==> config.mk <==
export PLATFORM = sky130hd
export DESIGN_NAME = if_fetch
export DESIGN_NICKNAME = d
export VERILOG_FILES = /design/src/rtl/if_fetch.sv
export SDC_FILE = /design/constraint.sdc
export NUM_CORES = 1
export LEC_CHECK = 0
export BUFFER_PORTS_ARGS = -buffer_cell sky130_fd_sc_hd__buf_2
export CAP_MARGIN = 5
export CORE_AREA = 2 2 137 272
export DETAILED_ROUTE_END_ITERATION = 16
export DIE_AREA = 0 0 139 274
export PLACE_DENSITY_LB_ADDON = 0.12
export SYNTH_ARGS = -nofsm -noshare
export SYNTH_HDL_FRONTEND = slang
export SYNTH_SLANG_ARGS = --single-unit
export TNS_END_PERCENT = 5
==> constraint.sdc <==
create_clock -name clk -period 5.8 [get_ports clk]
set_input_delay 0.87 -clock clk [delete_from_list [all_inputs] [get_ports clk]]
set_output_delay 0.87 -clock clk [all_outputs]
set_load 0.01 [all_outputs]
==> src/rtl/if_fetch.sv <==
// Instruction-fetch stage: PC owner, imem req/gnt/rvalid master, in-order
// response FIFO and registered {pc, inst} output toward decode.
module if_fetch #(
   parameter logic [31:0] RESET_PC = 32'h0000_0000,
   parameter int unsigned DEPTH    = 2
) (
   input  logic        clk,
   input  logic        rst,
   input  logic        stall_i,
   input  logic        flush_i,
   input  logic [31:0] flush_pc_i,
   output logic        imem_req_o,
   output logic [31:0] imem_addr_o,
   input  logic        imem_gnt_i,
   input  logic        imem_rvalid_i,
   input  logic [31:0] imem_rdata_i,
   output logic [31:0] pc_o,
   output logic [31:0] inst_o,
   output logic        inst_valid_o
);

   localparam int unsigned CW = $clog2(DEPTH + 1);
   localparam int unsigned PW = (DEPTH > 1) ? $clog2(DEPTH) : 1;

   typedef logic [CW-1:0] cnt_t;
   typedef logic [PW-1:0] ptr_t;
   typedef enum logic {S_RUN, S_DRAIN} state_e;

   localparam logic [CW:0] OCC_MAX = (CW+1)'(DEPTH);

   function automatic ptr_t ptr_inc(input ptr_t p);
      return (p == ptr_t'(DEPTH - 1)) ? '0 : p + ptr_t'(1);
   endfunction

   state_e      state_q, state_d;
   logic [31:0] pc_q, pc_d;
   cnt_t        out_cnt_q, out_cnt_d;
   cnt_t        drop_cnt_q, drop_cnt_d;
   cnt_t        fifo_cnt_q, fifo_cnt_d;
   ptr_t        tag_wr_q, tag_wr_d, tag_rd_q, tag_rd_d;
   ptr_t        f_wr_q, f_wr_d, f_rd_q, f_rd_d;
   logic [31:0] opc_q, opc_d, oinst_q, oinst_d;
   logic        oval_q, oval_d;

   logic [31:0] tag_q   [DEPTH];
   logic [31:0] fpc_q   [DEPTH];
   logic [31:0] finst_q [DEPTH];

   logic [CW:0] occ;
   logic        issue, accept, bypass, push, pop, fifo_empty;
   logic [31:0] tag_head;

   assign occ        = {1'b0, out_cnt_q} + {1'b0, fifo_cnt_q};
   assign imem_req_o = !rst && (state_q == S_RUN) && !flush_i && (occ < OCC_MAX);
   assign imem_addr_o = pc_q;
   assign issue      = imem_req_o && imem_gnt_i;
   // drop_cnt is non-zero exactly while draining, so this also rejects stale data
   assign accept     = imem_rvalid_i && !flush_i && (drop_cnt_q == '0);
   assign fifo_empty = (fifo_cnt_q == '0);
   assign bypass     = accept && fifo_empty && !stall_i;
   assign push       = accept && !bypass;
   assign pop        = !flush_i && !stall_i && !fifo_empty;
   assign tag_head   = tag_q[tag_rd_q];

   assign pc_o         = opc_q;
   assign inst_o       = oinst_q;
   assign inst_valid_o = oval_q;

   always_comb begin
      state_d    = state_q;
      pc_d       = pc_q;
      out_cnt_d  = out_cnt_q + cnt_t'(issue) - cnt_t'(imem_rvalid_i);
      drop_cnt_d = drop_cnt_q;
      fifo_cnt_d = fifo_cnt_q + cnt_t'(push) - cnt_t'(pop);
      tag_wr_d   = issue  ? ptr_inc(tag_wr_q) : tag_wr_q;
      tag_rd_d   = accept ? ptr_inc(tag_rd_q) : tag_rd_q;
      f_wr_d     = push   ? ptr_inc(f_wr_q)   : f_wr_q;
      f_rd_d     = pop    ? ptr_inc(f_rd_q)   : f_rd_q;
      opc_d      = opc_q;
      oinst_d    = oinst_q;
      oval_d     = oval_q;

      if (issue) pc_d = pc_q + 32'd4;

      if (!stall_i) begin
         if (!fifo_empty) begin
            opc_d   = fpc_q[f_rd_q];
            oinst_d = finst_q[f_rd_q];
            oval_d  = 1'b1;
         end else if (bypass) begin
            opc_d   = tag_head;
            oinst_d = imem_rdata_i;
            oval_d  = 1'b1;
         end else begin
            opc_d   = '0;
            oinst_d = '0;
            oval_d  = 1'b0;
         end
      end

      if (flush_i) begin
         // out_cnt equals drop_cnt while draining, so one formula covers both states
         pc_d       = flush_pc_i & 32'hFFFF_FFFC;
         drop_cnt_d = out_cnt_q - cnt_t'(imem_rvalid_i);
         out_cnt_d  = drop_cnt_d;
         fifo_cnt_d = '0;
         tag_wr_d   = '0;
         tag_rd_d   = '0;
         f_wr_d     = '0;
         f_rd_d     = '0;
         opc_d      = '0;
         oinst_d    = '0;
         oval_d     = 1'b0;
         state_d    = (drop_cnt_d != '0) ? S_DRAIN : S_RUN;
      end else if (state_q == S_DRAIN) begin
         if (imem_rvalid_i) drop_cnt_d = drop_cnt_q - cnt_t'(1);
         if (drop_cnt_d == '0) state_d = S_RUN;
      end
   end

   always_ff @(posedge clk or posedge rst) begin
      if (rst) begin
         state_q    <= S_RUN;
         pc_q       <= RESET_PC;
         out_cnt_q  <= '0;
         drop_cnt_q <= '0;
         fifo_cnt_q <= '0;
         tag_wr_q   <= '0;
         tag_rd_q   <= '0;
         f_wr_q     <= '0;
         f_rd_q     <= '0;
         opc_q      <= '0;
         oinst_q    <= '0;
         oval_q     <= 1'b0;
      end else begin
         state_q    <= state_d;
         pc_q       <= pc_d;
         out_cnt_q  <= out_cnt_d;
         drop_cnt_q <= drop_cnt_d;
         fifo_cnt_q <= fifo_cnt_d;
         tag_wr_q   <= tag_wr_d;
         tag_rd_q   <= tag_rd_d;
         f_wr_q     <= f_wr_d;
         f_rd_q     <= f_rd_d;
         opc_q      <= opc_d;
         oinst_q    <= oinst_d;
         oval_q     <= oval_d;
      end
   end

   always_ff @(posedge clk) begin
      if (issue) tag_q[tag_wr_q] <= pc_q;
      if (push) begin
         fpc_q[f_wr_q]   <= tag_head;
         finst_q[f_wr_q] <= imem_rdata_i;
      end
   end

endmodule

After elaboration in Yosys (flattened, before gate mapping)
Memories as Yosys holds them, arrays and structs flattened.
Cells that the tools add are included.
{"block": "classes", "mux": 41, "reduce_logical": 25, "n_bitwise": 1, "eq_ne": 1, "order_cmp": 1, "add_sub_neg": 12}
{"cell": "$mux 32", "n": 10}
{"cell": "$add 32x3->32 const B", "n": 1}
{"cell": "$mux 1", "n": 24}
{"cell": "$mux 2", "n": 7}
{"cell": "$reduce_bool 2->1", "n": 6}
{"cell": "$logic_and 1x1->1", "n": 11}
{"cell": "$logic_not 2->1", "n": 3}
{"cell": "$sub 2x1->2", "n": 3}
{"cell": "$logic_not 1->1", "n": 5}
{"cell": "$add 1x1->1 const B", "n": 4}
{"cell": "$add 2x1->2", "n": 2}
{"cell": "$add 2x2->3", "n": 1}
{"cell": "$lt 3x2->1 const B", "n": 1}
{"cell": "$ne 2x1->1 const B", "n": 1}
{"cell": "$sub 2x1->2 const B", "n": 1}
{"cell": "$not 1->1", "n": 1}
{"block": "word_totals", "reg_bits": 108, "input_bits": 70, "out_inout_bits": 98, "memories": 3, "ram_bits": 192}
{"memory": "finst_q", "depth": 2, "word_bits": 32, "rd": 1, "rd_ports_with_merged_regs": 0, "write_ports": 1, "line": "47", "text": "logic [31:0] finst_q [DEPTH];"}
{"memory": "fpc_q", "depth": 2, "word_bits": 32, "rd": 1, "rd_ports_with_merged_regs": 0, "write_ports": 1, "line": "46", "text": "logic [31:0] fpc_q [DEPTH];"}
{"memory": "tag_q", "depth": 2, "word_bits": 32, "rd": 1, "rd_ports_with_merged_regs": 0, "write_ports": 1, "line": "45", "text": "logic [31:0] tag_q [DEPTH];"}

Logic depth before layout (Yosys ltp)
Gate-level depths: netlist of the first run.
{"block": "depth", "depth_word": 10, "mapped_depth": 13, "depth_no_buf": 11}

Worst setup path after synthesis of the first run
OpenSTA, ideal clock, no wires.
{"block": "synth_path", "path_type": "input-to-reg", "startpoint": "in stall_i", "endpoint": "mem finst_q[0][0], enable pin", "cell_stages": 5, "t_required_ns": 5.318, "setup_slack_ns": 1.155, "arrival_time_ns": 4.163, "setup_time_ns": 0.482, "cell_sequence": "clkbuf_1 nor4b_2 nor3_1 inv_1 nor2_1"}
{"block": "synth_via", "elab_chain_len": 6}
{"element": "start: declaration", "line": "9", "text": "input logic stall_i,"}
{"element": "$logic_not 1->1"}
{"element": "$logic_and 1x1->1", "line": "60", "text": "assign bypass = accept && fifo_empty && !stall_i;"}
{"element": "$logic_not 1->1", "line": "61", "text": "assign push = accept && !bypass;"}
{"element": "$logic_and 1x1->1", "line": "61"}
{"element": "$mux 1", "line": "153", "text": "if (push) begin"}
{"element": "$mux 1 (not written as such)", "line": "155", "text": "finst_q[f_wr_q] <= imem_rdata_i;"}
{"element": "end: declaration", "line": "47"}
No other way between the ends.

Final worst setup path of the first run
{"block": "layout_path", "startpoint": "reg out_cnt_q[0]", "endpoint": "out imem_req_o"}
{"block": "layout_via", "elab_chain_len": 3}
{"element": "start: declaration", "line": "37", "text": "cnt_t out_cnt_q, out_cnt_d;"}
{"element": "start signal: assignment", "line": "138", "text": "out_cnt_q <= out_cnt_d;"}
{"element": "$add 2x2->3", "line": "53", "text": "assign occ = {1'b0, out_cnt_q} + {1'b0, fifo_cnt_q};"}
{"element": "$lt 3x2->1", "line": "54", "text": "assign imem_req_o = !rst && (state_q == S_RUN) && !flush_i && (occ < OCC_MAX);"}
{"element": "$logic_and 1x1->1", "line": "54"}
{"element": "end: declaration", "line": "12", "text": "output logic imem_req_o,"}
No other way between the ends.

==> results of run 1 <==
## logic make-up after synthesis
logic type / after synthesis
flops: 289
simple gates: 189
compound gates: 154
mux: 95
buf+inv: 61
xor+xnor: 16
fa+ha+maj: 8
other cells: 1
## cells in the final DEF, fill, tap and decap left out, types with 11 or more instances in the layout
| cell | instances |
|---|---|
| nor2_1 | 58 |
| nor3_1 | 17 |
| xnor2_1 | 11 |
| a211oi_1 | 12 |
| buf_2 | 163 |
| buf_4 | 12 |
| nand3_1 | 20 |
| inv_1 | 14 |
| mux2_2 | 30 |
| nand4_1 | 11 |
| mux2i_1 | 65 |
| a22oi_1 | 30 |
| nand2_1 | 36 |
| clkbuf_16 | 29 |
| edfxtp_1 | 184 |
| o21ai_0 | 46 |
| a221o_1 | 25 |
| nor2b_1 | 13 |
| dfrtp_1 | 103 |
## state kept, by name (all words and copies together) (netlist names)
register	count
tag_rd_q	1
inst_valid_o	1
f_rd_q	1
finst_q	64
fifo_cnt_q	2
pc_o	31
tag_q	60
state_q	1
inst_o	32
out_cnt_q	2
fpc_q	60
f_wr_q	1
tag_wr_q	1
imem_addr_o	30
drop_cnt_q	2
## layout make-up
type,count,area (um2)
clock buffer,38,789.5
clock inverter,12,180.2
fill,3522,22180
inverter,15,58.81
multi-input combinational,464,3329
sequential,289,8158
tap,454,568.0
timing repair buffer,175,905.9
## critical path: cells and delay by family (launching register included)
kind                       cells  cell delay, ps
and+or+nand+nor                3             960
adders and majority gates      1             450
buffers and inverters          1             160
DFF                            1             400
## metal layers
metal  global-route usage  up-vias
li1                     -     3427
met1               0.2182     3754
met2               0.2738      198
met3              0.02480       31
met4              0.04067        0
met5                    0        -
## worst min-delay path by stage
stage,end,slack (ps)
2_1_floorplan,pc_o[10]$_DFFE_PP0P_,500
3_3_place_gp,pc_o[1]$_DFFE_PP0P_,490
3_5_place_dp,inst_o[16]$_DFFE_PP0P_,490
4_1_cts,finst_q[0][11]$_DFFE_PP_,500
5_1_grt,finst_q[1][1]$_DFFE_PP_,510
6_report,inst_o[31]$_DFFE_PP0P_,510
## through the flow
step | std cells | hold WS (ps)
CTS | 1447 | 495.5
global route | 1447 | 506.1
detailed placement | 1397 | 493.0
global placement | 1397 | 488.7
finish | 1447 | 505.3
floorplan | 814 | 504.9
## power breakdown
part | switching (mW) | internal (mW) | leakage [nW] | total (mW)
registers | 0.174 | 2.38 | 3.05 | 2.55
logic | 0.388 | 0.289 | 1.87 | 0.677
clock network | 0.768 | 1.17 | 0.475 | 1.94
==> flow_metrics.py, run 1 <==
metrics = {
    "outcome": {
        "status": "finished, final reports clean",
    },
    "place": {
        "dp_hpwl_mm": 18.77,
        "pre_cts_slack_ps": 2171,
        "placed_cell_area_um2": 13020,
        "place.port_buffers": 163,
        "gp_routability_congestion": 0.7947,
    },
    "routing": {
        "drt_first_pass_iters": 5,
        "top_layer_used": "met4",
        "drcViolationCount": 0,
        "wl_met3_mm": 1.390,
        "drt-total-wl_mm": 30.88,
        "wl_met2_mm": 15.26,
        "vias": 7410,
        "antenna_left": 0,
        "drt_iter0_markers": 473,
        "wl_per_cell_um": 21.34,
        "viasPerCell": 5.121,
        "wl_met1_mm": 13.69,
    },
    "sta": {
        "fin_skew_ps": 9.033,
        "hold_violations": 0,
        "setup-violations-final": 0,
        "max_slew_margin": 0.2663,
        "fin_crit_sh": 0.5833,
        "grt_setup_unrepaired": "no",
        "fin_tns_setup_ps": 0,
        "worst_slack_ps": 2417,
        "slew_violations": 0,
        "clock.fmax_mhz": 295.6,
        "worst_pin_slew_ps": 1097,
        "min_period_ps": 3383,
    },
    "logic_synthesis": {
        "yosys-mux-area-fraction": 0.08440,
        "synth_common_cells": "184 x edfxtp_1, 105 x dfrtp_1, 65 x mux2i_1",
        "ys_top_cells_by_area": "edfxtp_1 47%, dfrtp_1 22%, mux2i_1 5.6%",
        "seq_area_frac_synth": 0.6962,
        "netlist.top_cell.by_area": "edfxtp_1",
        "syn_inst": 813,
        "yosysMostFrequentCell": "edfxtp_1",
        "synthFlopType": "edfxtp_1",
        "synthXorXnorAreaFrac": 0.01197,
        "synth_top_family_by_area": "compound AO/OA/AOI/OAI gates",
        "synthAdderAreaFrac": 0.009188,
        "synth_warnings": 0,
        "synth_seq_cells": 289,
        "synth_edf_count": 184,
        "synth.distinct_cells": 52,
        "synthArstFlopShare": 0.3633,
        "synth-compound-area-share": 0.09402,
        "synth_top_area_share": 0.4718,
        "netlist_area_um2": 11710,
        "yosys.area_share.simple": 0.08141,
        "avgSynthCellArea_um2": 14.40,
    },
    "setup_path": {
        "worstPathCellList": "and2_1 -> fa_1 -> or4_4 -> nor2_1 -> buf_2",
        "r2r_cells": 11,
        "ff2ff_setup_slack_ps": 2440,
        "cp-start-kind": "flop",
        "r2r-start": "out_cnt_q[0]$_DFF_PP0_",
        "slowest_delay_ps": 610,
        "endpoint": "imem_req_o",
        "endpoint_kind": "output pin",
        "critPathArrivalTime_ps": 2510,
        "cp_slowest_cell": "or4_4",
        "worstReg2RegEnd": "out_cnt_q[1]$_DFF_PP0_",
        "crit_type": "reg -> out",
        "critPathMaxFanout": 9,
        "crit_start": "out_cnt_q[0]$_DFF_PP0_",
        "cp.required_ps": 4930,
    },
    "die": {
        "initial_core_util": 0.3238,
        "fp.coreArea_um2": 36170,
        "fp.dieH_um": 274,
        "die_area_um2": 38090,
        "rows": 99,
        "die_x_um": 139,
        "io_pins": 168,
    },
    "min_path": {
        "hold_start": "inst_o[31]$_DFFE_PP0P_",
        "min_path_cells": 1,
        "min_path_type": "reg -> reg",
    },
    "final_layout": {
        "drive_above_1_share": 0.2608,
        "area_delta_synth_final_pct": 19.46,
        "diodes": 0,
        "layout.nets": 1051,
        "utilization": 0.3868,
        "finalInstanceArea_um2": 13990,
    },
    "global_routing": {
        "grt_max_degree": 66,
        "grt_pass1_wl_mm": 47.66,
        "overflow": 0,
        "antenna_found_initial": 0,
        "grtUsageTotal": 0.1616,
        "grt_pass1_vias": 7787,
    },
    "clocking": {
        "clock_latency_ps": 540,
        "clk_transition_reported_paths_ps": 70,
        "numCtsBuffers": 28,
        "post_cts_buffers": 0,
        "htreeDepth": 1,
        "clkSinkCount": 289,
        "cts_buffer_depth": 3,
        "ctsHoldBuffers": 0,
        "post_cts_resize_count": 0,
        "cts-root-buf": "clkbuf_16",
        "cts_tree": "done",
    },
    "power_and_ir_drop": {
        "finalPower_mw": 5.168,
        "p_leak_nw": 5.390,
        "p_per_area_nw_per_um2": 369.4,
        "ir_drop_uv": 270.7,
    },
    "run": {
        "drv_cap": 0,
    },
}
Power figures use the tool's default switching activity.
==> run 2: changes to the inputs <==
==> constraint.sdc (replaced) <==
create_clock -name clk -period 2.9 [get_ports clk]
set_input_delay 0.435 -clock clk [delete_from_list [all_inputs] [get_ports clk]]
set_output_delay 0.435 -clock clk [all_outputs]
set_load 0.01 [all_outputs]
==> flow_metrics.py, run 2 (same netlist as run 1, synthesis figures left out) <==
metrics = {
    "outcome": {
        "status": "complete, but fails checks",
        "violations": "negative hold slack",
    },
    "routing": {
        "drcViolationCount": 0,
        "drt_first_pass_iters": 5,
        "antenna_left": 0,
        "vias": 7412,
        "wl_per_cell_um": 21.17,
        "drt_iter0_markers": 362,
        "viasPerCell": 5.084,
        "drt-total-wl_mm": 30.87,
    },
    "global_routing": {
        "overflow": 0,
        "grt_pass1_vias": 7835,
        "antenna_found_initial": 1,
        "grtUsageTotal": 0.1604,
        "grt_pass1_wl_mm": 47.61,
        "grt_max_degree": 63,
    },
    "final_layout": {
        "layout_common_cells": "184 x edfxtp_1, 163 x buf_2, 104 x dfrtp_1",
        "utilization": 0.3900,
        "top_register": "finst_q",
        "final_common_cell": "edfxtp_1",
        "largest_register_ffs": 64,
        "drive_above_1_share": 0.2682,
        "area_delta_synth_final_pct": 20.46,
        "layout.nets": 1062,
        "reg_top3": "finst_q (64), fpc_q (60), tag_q (60)",
    },
    "power_and_ir_drop": {
        "p_leak_nw": 5.426,
        "ir_drop_uv": 405.8,
        "p_per_area_nw_per_um2": 715.7,
    },
    "clocking": {
        "htreeDepth": 1,
        "ctsHoldBuffers": 0,
        "cts_buffer_depth": 3,
        "clock_latency_ps": 550,
        "clkSinkCount": 289,
        "numCtsBuffers": 26,
        "cts-root-buf": "clkbuf_16",
        "cts_tree": "done",
        "clk_transition_reported_paths_ps": 60,
    },
    "sta": {
        "hold_violations": 6,
        "worst_pin_slew_ps": 927.5,
        "max_slew_margin": 0.3817,
        "slew_violations": 0,
        "clock.fmax_mhz": 351.4,
        "holdWs_ps": -4.036,
        "grt_setup_unrepaired": "yes",
        "worst_slack_ps": 54.02,
        "min_period_ps": 2846,
        "fin_skew_ps": 13.84,
        "fin_crit_sh": 0.9814,
        "setup-violations-final": 0,
    },
    "die": {
        "io_pins": 168,
        "fp.dieH_um": 274,
        "initial_core_util": 0.3238,
        "rows": 99,
        "die_x_um": 139,
        "fp.coreArea_um2": 36170,
        "die_area_um2": 38090,
    },
    "place": {
        "dp_hpwl_mm": 19.73,
        "place.port_buffers": 163,
        "pre_cts_slack_ps": 82.67,
        "gp_routability_congestion": 0.7648,
    },
    "setup_path": {
        "endpoint_kind": "output pin",
        "cp.required_ps": 2470,
        "critPathArrivalTime_ps": 2410,
        "crit_type": "reg -> out",
        "critPathMaxFanout": 7,
        "cp-start-kind": "flop",
    },
    "run": {
        "drv_cap": 0,
    },
    "min_path": {
        "min_path_type": "in -> async",
    },
}
==> run 2: cell count changes in the layout (fill, tap and decap cells not counted), moves of 2 or more <==
cell / change
buf_4: +4
buf_12: +9
bufinv_16: -2
clkinvlp_4: +2
clkbuf_16: -2
==> run 2: what timing repair did <==
| item | CTS | global route |
|---|---|---|
| endpoints found under the setup margin | 1 | 2 |
| pin swaps | 1 | 0 |
| setup buffers | 1 | 0 |
| gates resized for setup | 1 | 1 |
==> run 2: stage by stage <==
step                instances  setup TNS, ps  total power, mW  instance area, um2  hold slack (ps)
floorplan                 814         -41270            5.988               11730            504.9
global placement         1409              0            6.611               13230            483.7
detailed placement       1409              0            6.654               13230            492.1
CTS                      1457              0            10.25               14100            9.340
global route             1458         -14.80            10.54               14110            43.24
finish                   1458              0            10.10               14110           -4.036
==> run 2: final cells by class <==
class	instances	area (um2)
fill	3490	22060
sequential	289	8157
multi-input combinational	464	3336
timing repair buffer	188	1116
clock buffer	37	743.2
tap	454	568.0
clock inverter	10	126.4
inverter	15	58.81
antenna	1	2.502
==> run 2: final timing paths <==
path | cells past startpoint | slack, ps | startpoint | to
min reg2reg | 1 | 500 | pc_o[1]$_DFFE_PP0P_ | pc_o[1]$_DFFE_PP0P_
max in group asynchronous | 3 | 2040 | rst | imem_addr_o[21]$_DFFE_PP0P_
max reg2reg | 12 | 130 | out_cnt_q[0]$_DFF_PP0_ | out_cnt_q[1]$_DFF_PP0_
min | 2 | -4 | rst | inst_o[24]$_DFFE_PP0P_
min in group clk | 1 | 90 | imem_rdata_i[28] | finst_q[1][28]$_DFFE_PP_
max | 6 | 50 | out_cnt_q[0]$_DFF_PP0_ | imem_req_o
==> run 2: routing by layer <==
layer,GRT usage,up-vias,routed length [um]
li1,-,3455,-
met1,0.2118,3711,13420
met2,0.2724,207,15240
met3,0.02497,39,1384
met4,0.04997,0,819
met5,0,-,0
==> run 2: report_power, final <==
| part | internal [mW] | total [mW] | leakage [nW] | switching [mW] |
|---|---|---|---|---|
| Clock | 2.05 | 3.55 | 0.418 | 1.50 |
| Combinational | 0.642 | 1.51 | 1.96 | 0.864 |
| Sequential | 4.76 | 5.04 | 3.05 | 0.284 |
| Total | 7.45 | 10.1 | 5.43 | 2.65 |
==> run 2: worst max-delay path, stage by stage (launching register included) <==
cell	delay [ps]
dfrtp_1	390
and2_1	170
fa_1	380
or4_4	490
buf_4	180
nor2_2	100
buf_2	150
==> run 3: changes to the inputs <==
--- a/config.mk
+++ b/config.mk
@@ -7,9 +7,9 @@
 export LEC_CHECK = 0
 export BUFFER_PORTS_ARGS = -buffer_cell sky130_fd_sc_hd__buf_2
 export CAP_MARGIN = 5
-export CORE_AREA = 2 2 137 272
+export CORE_AREA = 2 2 124 247
 export DETAILED_ROUTE_END_ITERATION = 16
-export DIE_AREA = 0 0 139 274
+export DIE_AREA = 0 0 126 249
 export PLACE_DENSITY_LB_ADDON = 0.12
 export SYNTH_ARGS = -nofsm -noshare
 export SYNTH_HDL_FRONTEND = slang
==> flow_metrics.py, run 3 (same netlist as run 1, synthesis figures left out) <==
metrics = {
    "sta": {
        "fin_skew_ps": 11.40,
        "grt_setup_unrepaired": "yes",
        "max_slew_margin": 0.4771,
        "setup-violations-final": 0,
        "clock.fmax_mhz": 353.4,
        "slew_violations": 0,
        "hold_violations": 0,
        "min_period_ps": 2829,
        "worst_pin_slew_ps": 784.3,
        "fin_crit_sh": 0.9757,
        "holdWs_ps": 32.30,
    },
    "final_layout": {
        "final_cells": 1373,
        "area_delta_synth_final_pct": 19.58,
        "top_register": "finst_q",
        "final_common_cell": "edfxtp_1",
        "diodes": 0,
        "layout.nets": 1067,
        "largest_register_ffs": 64,
        "layout_common_cells": "184 x edfxtp_1, 163 x buf_2, 104 x dfrtp_1",
        "drive_above_1_share": 0.2725,
        "reg_top3": "finst_q (64), fpc_q (60), tag_q (60)",
    },
    "clocking": {
        "clock_latency_ps": 530,
        "cts_buffer_depth": 3,
        "clkSinkCount": 289,
        "htreeDepth": 1,
        "cts_tree": "done",
        "clk_transition_reported_paths_ps": 70,
        "cts-root-buf": "clkbuf_16",
        "ctsHoldBuffers": 0,
        "numCtsBuffers": 26,
    },
    "die": {
        "initial_core_util": 0.3984,
        "fp.dieH_um": 249,
        "die_area_um2": 31370,
        "io_pins": 168,
        "rows": 89,
        "fp.coreArea_um2": 29400,
        "die_x_um": 126,
    },
    "setup_path": {
        "cp_slowest_cell": "fa_1",
        "crit_type": "reg -> out",
        "critPathMaxFanout": 8,
        "cp.required_ps": 2470,
        "cp_top_family": "simple AND/OR/NAND/NOR gates",
        "critPathArrivalTime_ps": 2390,
        "cp-start-kind": "flop",
        "worstPathCellList": "and2_1 -> fa_1 -> or4_4 -> buf_6 -> nor2_1 -> buf_2",
        "slowest_delay_ps": 470,
        "endpoint_kind": "output pin",
        "critical_path_buf_inv_count": 2,
    },
    "routing": {
        "vias": 7439,
        "antenna_left": 0,
        "drt-total-wl_mm": 27.71,
        "drcViolationCount": 0,
        "drt_iter0_markers": 402,
        "wl_per_cell_um": 20.18,
        "drt_first_pass_iters": 5,
        "viasPerCell": 5.418,
    },
    "global_routing": {
        "grt_pass1_wl_mm": 43.88,
        "antenna_found_initial": 0,
        "grtUsageTotal": 0.1767,
        "overflow": 0,
        "grt_max_degree": 63,
        "grt_pass1_vias": 7754,
    },
    "place": {
        "place_inst": 1322,
        "place.port_buffers": 163,
        "gp_routability_congestion": 0.9183,
        "dp_hpwl_mm": 18.00,
    },
    "min_path": {
        "min_path_type": "in -> async",
    },
    "power_and_ir_drop": {
        "p_leak_nw": 5.449,
        "ir_drop_uv": 436.3,
        "p_per_area_nw_per_um2": 714.6,
    },
    "run": {
        "drv_cap": 0,
    },
    "outcome": {
        "status": "finished, final reports clean",
    },
}
-- run 3: cell types whose count changed in the layout (fill, tap and decap cells not counted), moves of 2 or more --
cell / change
buf_4: +6
clkbuf_1: -3
clkinv_2: +3
buf_12: -2
-- run 3: path summary, 6_finish.rpt --
| check | startpoint | to | slack [ps] | depth (start not counted) |
|---|---|---|---|---|
| setup / recovery | out_cnt_q[0]$_DFF_PP0_ | imem_req_o | 70 | 6 |
| setup reg to reg | out_cnt_q[0]$_DFF_PP0_ | out_cnt_q[1]$_DFF_PP0_ | 140 | 12 |
| hold / removal | rst | imem_addr_o[9]$_DFFE_PP0P_ | 30 | 2 |
| min in group clk | flush_pc_i[21] | imem_addr_o[21]$_DFFE_PP0P_ | 90 | 3 |
| hold reg to reg | pc_o[1]$_DFFE_PP0P_ | pc_o[1]$_DFFE_PP0P_ | 500 | 1 |
| max in group asynchronous | rst | pc_o[26]$_DFFE_PP0P_ | 2100 | 3 |
-- run 3: worst reg2reg max path: stages, from the launching register on --
cell and delay [ps]:
dfrtp_1 380, and2_1 160, fa_1 470, or4_4 450, buf_4 170, nor2_8 100
inv_1 60, ha_1 260, inv_1 40, ha_1 180, xnor2_1 120, o21ai_1 140
xor2_1 160
-- run 3: where the power goes --
group / leakage [nW] / internal, mW / switching, mW / total [mW]
clock network: 0.420 / 2.02 / 1.48 / 3.50
registers: 3.05 / 4.76 / 0.259 / 5.02
logic: 1.98 / 0.643 / 0.851 / 1.49
total: 5.45 / 7.42 / 2.59 / 10.0
-- run 3: cell type report --
type / instances / area, um2
clock buffer: 33 / 718.2
clock inverter: 15 / 152.6
inverter: 15 / 58.81
multi-input combinational: 464 / 3331
fill: 2676 / 15390
timing repair buffer: 193 / 1132
tap: 364 / 455.4
sequential: 289 / 8157
-- run 3: repair_timing --
action	CTS	global route
buffers inserted	1	2
resized for setup	0	2
setup endpoints to repair	1	2
pin swaps	1	0
-- run 3: per-stage QoR --
step | setup WS, ps | utilization | cell area (um2) | power, mW | TNS [ps]
6_report | 70.61 | 0.4764 | 14000 | 10.01 | 0
5_1_grt | -21.73 | 0.4764 | 14000 | 10.46 | -21.73
4_1_cts | 2.330 | 0.4757 | 13990 | 10.14 | 0
3_5_place_dp | 119.8 | 0.4459 | 13110 | 6.607 | 0
3_3_place_gp | 146.1 | 0.4459 | 13110 | 6.580 | 0
2_1_floorplan | -295.5 | - | 11730 | 5.988 | -41270
-- run 3: metal layers --
metal,up-vias,share of wire,global-route usage
li1,3458,-,-
met1,3713,0.39,0.2111
met2,217,0.52,0.3155
met3,51,0.040,0.02105
met5,-,0,0
met4,0,0.041,0.08006
